File: src/rtl/mcu_spi.sv
`timescale 1ns/1ps
`default_nettype none
// ============================================================================
// Module : mcu_spi
// Brief  : Oversampled SPI slave (mode 0) that routes MCU bytes to one of four
//          on-chip targets chosen by the first byte of each frame.
// Rev    : 1.0  initial release
// ============================================================================
module mcu_spi #(
    parameter int         SYNC_STAGES = 2,
    parameter logic [7:0] TGT_SYS     = 8'd1,
    parameter logic [7:0] TGT_HID     = 8'd2,
    parameter logic [7:0] TGT_OSD     = 8'd3,
    parameter logic [7:0] TGT_SDC     = 8'd4
) (
    input  logic       clk,
    input  logic       reset,
    input  logic       spi_io_ss,
    input  logic       spi_io_clk,
    input  logic       spi_io_din,
    output logic       spi_io_dout,
    output logic       mcu_sys_strobe,
    output logic       mcu_hid_strobe,
    output logic       mcu_osd_strobe,
    output logic       mcu_sdc_strobe,
    output logic       mcu_start,
    output logic [7:0] mcu_dout,
    input  logic [7:0] mcu_sys_din,
    input  logic [7:0] mcu_hid_din,
    input  logic [7:0] mcu_osd_din,
    input  logic [7:0] mcu_sdc_din
);

    logic [SYNC_STAGES-1:0] r_ss_sync;
    logic [SYNC_STAGES-1:0] r_sck_sync;
    logic [SYNC_STAGES-1:0] r_din_sync;
    logic                   r_ss_d;
    logic                   r_sck_d;
    logic [SYNC_STAGES:0]   r_flush;
    logic                   r_armed;

    logic       w_ss;
    logic       w_sck;
    logic       w_din;
    logic       w_ss_fall;
    logic       w_sck_rise;
    logic       w_sck_fall;
    logic       w_idle;

    logic [2:0] r_bit_cnt;
    logic [1:0] r_byte_idx;
    logic [7:0] r_target;
    logic [6:0] r_rx_shift;
    logic [7:0] r_tx_shift;
    logic [3:0] r_strobe;
    logic       r_start;
    logic [7:0] r_dout;

    logic [7:0] w_rx_byte;
    logic [3:0] w_hit;
    logic [7:0] w_sel_din;

    always_ff @(posedge clk or posedge reset) begin
        if (reset) begin
            r_ss_sync  <= '1;
            r_sck_sync <= '0;
            r_din_sync <= '0;
            r_ss_d     <= 1'b1;
            r_sck_d    <= 1'b0;
            r_flush    <= '0;
        end else begin
            r_ss_sync  <= {r_ss_sync[SYNC_STAGES-2:0],  spi_io_ss};
            r_sck_sync <= {r_sck_sync[SYNC_STAGES-2:0], spi_io_clk};
            r_din_sync <= {r_din_sync[SYNC_STAGES-2:0], spi_io_din};
            r_ss_d     <= r_ss_sync[SYNC_STAGES-1];
            r_sck_d    <= r_sck_sync[SYNC_STAGES-1];
            r_flush    <= {r_flush[SYNC_STAGES-1:0], 1'b1};
        end
    end

    assign w_ss       = r_ss_sync[SYNC_STAGES-1];
    assign w_sck      = r_sck_sync[SYNC_STAGES-1];
    assign w_din      = r_din_sync[SYNC_STAGES-1];
    assign w_ss_fall  = r_ss_d & ~w_ss;
    assign w_sck_rise = w_sck & ~r_sck_d;
    assign w_sck_fall = ~w_sck & r_sck_d;

    // The synchroniser presets ss high, so a chip select still held low across
    // reset would look like a fresh fall. Arm only once real ss is seen high.
    always_ff @(posedge clk or posedge reset) begin
        if (reset) begin
            r_armed <= 1'b0;
        end else if (r_flush[SYNC_STAGES] && w_ss) begin
            r_armed <= 1'b1;
        end
    end

    assign w_idle    = w_ss | w_ss_fall | ~r_armed;
    assign w_rx_byte = {r_rx_shift, w_din};

    always_comb begin
        w_hit     = 4'b0000;
        w_sel_din = 8'h00;
        if (r_target == TGT_SYS) begin
            w_hit     = 4'b0001;
            w_sel_din = mcu_sys_din;
        end else if (r_target == TGT_HID) begin
            w_hit     = 4'b0010;
            w_sel_din = mcu_hid_din;
        end else if (r_target == TGT_OSD) begin
            w_hit     = 4'b0100;
            w_sel_din = mcu_osd_din;
        end else if (r_target == TGT_SDC) begin
            w_hit     = 4'b1000;
            w_sel_din = mcu_sdc_din;
        end
    end

    always_ff @(posedge clk or posedge reset) begin
        if (reset) begin
            r_bit_cnt  <= 3'd0;
            r_byte_idx <= 2'd0;
            r_target   <= 8'h00;
            r_rx_shift <= 7'h00;
            r_tx_shift <= 8'h00;
            r_strobe   <= 4'b0000;
            r_start    <= 1'b0;
            r_dout     <= 8'h00;
        end else begin
            r_strobe <= 4'b0000;
            r_start  <= 1'b0;
            if (w_idle) begin
                r_bit_cnt  <= 3'd0;
                r_byte_idx <= 2'd0;
                r_tx_shift <= 8'h00;
                r_target   <= 8'h00;
            end else begin
                if (w_sck_rise) begin
                    r_rx_shift <= w_rx_byte[6:0];
                    r_bit_cnt  <= r_bit_cnt + 3'd1;
                    if (r_bit_cnt == 3'd7) begin
                        if (r_byte_idx == 2'd0) begin
                            r_target   <= w_rx_byte;
                            r_byte_idx <= 2'd1;
                        end else begin
                            r_dout     <= w_rx_byte;
                            r_strobe   <= w_hit;
                            r_start    <= (r_byte_idx == 2'd1) && (w_hit != 4'b0000);
                            r_byte_idx <= 2'd2;
                        end
                    end
                end
                // MISO is the MSB of the shifter; reload at each byte boundary.
                if (w_sck_fall) begin
                    if (r_bit_cnt != 3'd0) begin
                        r_tx_shift <= {r_tx_shift[6:0], 1'b0};
                    end else if (r_byte_idx != 2'd0) begin
                        r_tx_shift <= w_sel_din;
                    end
                end
            end
        end
    end

    assign spi_io_dout    = r_tx_shift[7];
    assign mcu_sys_strobe = r_strobe[0];
    assign mcu_hid_strobe = r_strobe[1];
    assign mcu_osd_strobe = r_strobe[2];
    assign mcu_sdc_strobe = r_strobe[3];
    assign mcu_start      = r_start;
    assign mcu_dout       = r_dout;

endmodule
`default_nettype wire

File: config.mk
export PLATFORM = sky130hd
export DESIGN_NAME = mcu_spi
export DESIGN_NICKNAME = d
export VERILOG_FILES = /design/src/rtl/mcu_spi.sv
export SDC_FILE = /design/constraint.sdc
export NUM_CORES = 1
export LEC_CHECK = 0
export ABC_AREA = 1
export BUFFER_PORTS_ARGS = -buffer_cell sky130_fd_sc_hd__buf_2
export CORE_MARGIN = 1
export CORE_UTILIZATION = 40
export DETAILED_ROUTE_END_ITERATION = 10
export HOLD_SLACK_MARGIN = 0.06
export PLACE_DENSITY_LB_ADDON = 0.1
export SYNTH_ARGS = -nofsm -noshare
export SYNTH_HDL_FRONTEND = slang
export SYNTH_SLANG_ARGS = --single-unit
File: constraint.sdc
create_clock -name clk -period 2.17 [get_ports clk]
set_input_delay 0.434 -clock clk [delete_from_list [all_inputs] [get_ports clk]]
set_output_delay 0.434 -clock clk [all_outputs]
set_load 0.03 [all_outputs]
# Word level (Yosys, flattened, before mapping)
# Cells that the tools add are included.
[word_totals]
reg_bits = 53
out_inout_bits = 14
[op_classes]
add_sub_neg = 1
n_eq_ne = 6
mux = 30
n_bitwise = 11
reduce_logical = 16
[ops]
columns = ["op", "n"]
rows = [
  ["2-to-1 mux 8 bit", 12],
  ["2-to-1 mux 4 bit", 8],
  ["equality test 8 x 2 -> 1 bit (second input constant)", 2],
  ["nonzero test 2 bit", 5],
  ["equality test 8 x 1 -> 1 bit (second input constant)", 1],
  ["equality test 8 x 3 -> 1 bit (second input constant)", 1],
  ["2-to-1 mux 2 bit", 4],
  ["2-to-1 mux 3 bit", 2],
  ["inverter 1 bit", 6],
  ["AND reduction 2 bit", 3],
  ["nonzero test 3 bit", 2],
  ["2-to-1 mux 1 bit", 4],
  ["AND reduction 4 bit", 1],
  ["nonzero test 4 bit", 1],
  ["adder 3 x 1 -> 3 bit (second input constant)", 1],
  ["AND 1 bit", 3],
  ["equality test 3 bit (second input constant)", 1],
  ["AND reduction 3 bit", 1],
  ["equality test 2 x 1 -> 1 bit (second input constant)", 1],
  ["logical AND 1 bit", 2],
  ["zero test 2 bit", 1],
  ["bitwise OR 1 bit", 2],
]

# Depth between registers and ports, before layout
[depth]
word_depth = 11
ltp_mapped = 11

# Worst setup path before layout
# No wires, ideal clock.
[synth_timing]
path_kind = "reg2reg"
from = "reg r_bit_cnt[0]"
to = "reg r_byte_idx[1]"
setup_ns = 0.129
t_arrival_ns = 1.240
path_slack_ns = 0.802
path_stages_with_launch = 8
n_path_buf = 1
synth_period_minus_slack_ns = 1.368
cell_sequence = "dfrtp_1 > ha_1 > ha_1 > nand2_1 > inv_2 > nand3_1 > buf_2 > o31ai_1"
[synth_between]
elab_chain_cells = 3
[synth_rtl]
columns = ["item", "line_no", "rtl"]
rows = [
  ["from (decl)", "50", "logic [2:0] r_bit_cnt;"],
  ["from (signal assigned)", "140", "r_bit_cnt <= r_bit_cnt + 3'd1;"],
  ["equality test 3 bit", "141", "if (r_bit_cnt == 3'd7) begin"],
  ["nonzero test 2 bit (no source line)", "-", ""],
  ["AND reduction 2 bit (no source line)", "-", ""],
  ["to (signal assigned)", "134", "r_byte_idx <= 2'd0;"],
  ["to (signal assigned)", "144", "r_byte_idx <= 2'd1;"],
  ["to (signal assigned)", "149", "r_byte_idx <= 2'd2;"],
  ["to (decl)", "51", "logic [1:0] r_byte_idx;"],
]
# Every way passes these cells.
# A chain may end at the register's enable or synchronous reset.

# Worst setup path after layout
[layout_timing]
from = "reg r_bit_cnt[0]"
to = "reg r_tx_shift[1]"
[layout_between]
elab_chain_cells = 4
[layout_rtl]
columns = ["item", "line_no", "rtl"]
rows = [
  ["nonzero test 3 bit (*)", "155", "if (r_bit_cnt != 3'd0) begin"],
  ["2-to-1 mux 8 bit", "155", ""],
  ["2-to-1 mux 8 bit", "154", "if (w_sck_fall) begin"],
  ["2-to-1 mux 8 bit", "132", "if (w_idle) begin"],
  ["to (signal assigned)", "156", "r_tx_shift <= {r_tx_shift[6:0], 1'b0};"],
  ["to (signal assigned)", "158", "r_tx_shift <= w_sel_din;"],
  ["to (decl)", "54", "logic [7:0] r_tx_shift;"],
]
# Every way passes the cells marked *; elsewhere a longest branch is shown, timed or not. The select of a mux whose other input is x is not followed.

==> out/results.txt <==
Outcome = finished, final reports clean
Netlist cell types = 30
Slew Limit Fails = 0
Clk pin slew, worst setup/hold paths = 0.09 ns
Slew at the pin with the worst max-slew slack = 0.579 ns
Clock Latency Late Sink = 0.30 ns
Aggregate routed wire length = 5020 microns
Vias in the first global route = 1823
Antenna diodes = 0
Class of the worst hold path = in2async
Rows = 28
Final nets = 395
Initial Util = 41.8%
CTS tree = built
Mapped cell area = 2490 sq um
Dpl cells = 423
# resized after CTS = 0
Sequential Power Share = 61.4%
Total Routing Usage GR = 17.1%
Yosys top cell area share = 50.3%
Core footprint = 5960 sq um
CP Class = reg2reg
Largest net degree at the start of global routing = 34
Post-route ant nets = 0
Synth top cells by count = nand2_1, dfrtp_1, inv_1
Die ar. = 6540 sq um
Synthesis-to-finish area growth = 16.4%
P_leak = 0.00159 uW
Area post-placement = 2810 sq um
Power Density = 582 nW/um^2
Post-route insts no fill = 431
Clock share of power = 31.5%
Tcrit/Tclk final = 72.4%
CTS sink cnt = 53
Syn_nets = 341
Setup repair after global routing missed its margin = no
Initial drt markers = 71
Top-count cell post-synth = nand2_1
Postcts setup bufs = 0
Fraction of layout cells with a size suffix above 1 = 23.6%
Synth area leader = dfrtp_1
Max clock buf depth = 2
Worst Path Required = 2.42 ns
Cells after synthesis = 301
First-pass GRT wire length = 8360 microns
# IOs = 51
Synth area leaders = dfrtp_1, nand2_1, inv_1
Crit. End Element = register
Grt total ovfl = 0
Tmin final = 1.57 ns
Max cap viols = 0
Register area share after synthesis = 53.5%
Routed via count = 1967
Die X = 80.9 microns
Fillers = 618
Avg Synthesized Cell Area = 8.26 sq um
Clock skew = 0.00806 ns
PortBufs = 50
Initial antenna violation count = 0
Fin. Hold Viols = 0
Crit-path max FO = 16
Routed len/inst = 11.6 microns
#FFs+latches synth = 53
Final setup TNS = 0 ns
Crit path launch type = register
Final setup fails = 0
Drt pass-1 iters = 5
Synth warn = 0
Clock root buffer = clkbuf_8
Hold slack = 0.126 ns
Fmax = 637 MHz
Number of synthesized flops with an enable pin = 0
Psw = 399 uW
Max VDD drop = 0.000354 V
Internal = 1290 uW
Logic pwr share = 7.1%
Final Cell Area = 2900 sq um
Post-detailed-route DRC marker count = 0
Ys async rst share = 100%
Top_reg_cell synth = dfrtp_1
CTS Hold Bufs = 0
Num CTS Buffers = 5
H-tree Lvls = 2
RePlAce Congestion = 0.821
DP Wirelength = 3750 microns
Rel. slew slack = 61.3%
Arrival time at the worst endpoint = 1.82 ns
Die Y-Extent = 80.9 microns
Sw Ratio = 23.7%
Routed vias/inst = 4.56
[cells by family (layout without fill, tap and decap cells)]
group | Yosys count | in the layout | synth area share [%]
flip-flops | 53 | 53 | 53.5
adder cells (fa/ha/maj) | 3 | 3 | 1.51
AO/OA/AOI/OAI | 32 | 32 | 7.55
AND/OR/NAND/NOR | 158 | 158 | 27.9
buffers and inverters | 54 | 109 | 9.46
other | 1 | 1 | 0.151
[area by class of cell]
type	instances	area (sq um)	share of cell area [%]
Multi-Input combinational cell	194	922	31.8
Timing Repair Buffer	52	278	9.59
Inverter	49	186	6.44
Clock buffer	5	68.8	2.38
Clock inverter	3	17.5	0.605
Tap cell	75	93.8	3.24
Sequential cell	53	1330	45.9
[layer usage]
metal  GRT usage, %  vias to the layer above  routed length, microns
li1               -                     1037                       -
met1           23.7                      892                    2500
met2           26.4                       30                    2310
met3           3.37                        8                     140
met4           6.07                        0                      71
met5              0                        -                       0
[power groups by stage]
stage / clock network [uW] / logic [uW] / registers [uW]
6_report: 531 / 119 / 1030
5_1_grt: 591 / 138 / 1040
4_1_cts: 552 / 122 / 1040
3_5_place_dp: 0 / 122 / 1050
3_3_place_gp: 0 / 121 / 1050
2_1_floorplan: 0 / 68.4 / 1050
[critical path, cell delays in order (launching register included)]
cell and delay, ns:
dfrtp_1 0.39, inv_1 0.09, ha_1 0.14, inv_1 0.06, nor2_4 0.28, a21oi_2 0.12, nor2_2 0.27, nand2_1 0.09
nand2_1 0.08
[sequential cells by signal (all words and copies together), names as in the netlist, 3 cells and up]
name,count
mcu_dout,8
r_bit_cnt,3
r_target,8
r_rx_shift,7
r_tx_shift,8
r_strobe,4
r_flush,3
[cells in the final DEF, fill, tap and decap left out, types with 2 or more instances in the layout]
cell and n:
o22ai_1 8, buf_2 50, ha_1 3, o21ai_0 10, nand2_1 89, nand2_2 3
inv_1 42, nand3_1 26, o21ai_1 8, clkbuf_8 5, dfstp_2 3, nor2_2 3
clkinv_2 2, inv_2 6, nor2_1 29, dfrtp_1 50, nor2_4 4
[worst paths after layout]
kind / depth (start not counted) / to / from / slack (ns)
max: 8 / r_tx_shift[1] / r_bit_cnt[0] / 0.60
min: 2 / r_rx_shift[4] / reset / 0.13
max reg2reg: 8 / r_tx_shift[1] / r_bit_cnt[0] / 0.60
min reg2reg: 0 / r_din_sync[1] / r_din_sync[0] / 0.36
max in group asynchronous: 3 / r_ss_d / reset / 1.45
min in group clk: 1 / r_ss_sync[0] / spi_io_ss / 0.22
[metrics by stage]
step / power (uW) / worst slack, ns / util [%]
2_1_floorplan: 1120 / 0.455 / -
3_3_place_gp: 1170 / 0.658 / 47.2
3_5_place_dp: 1180 / 0.619 / 47.2
4_1_cts: 1710 / 0.586 / 48.6
5_1_grt: 1770 / 0.367 / 48.6
6_report: 1690 / 0.599 / 48.6
No activity file was read; power rests on OpenSTA's default activity.
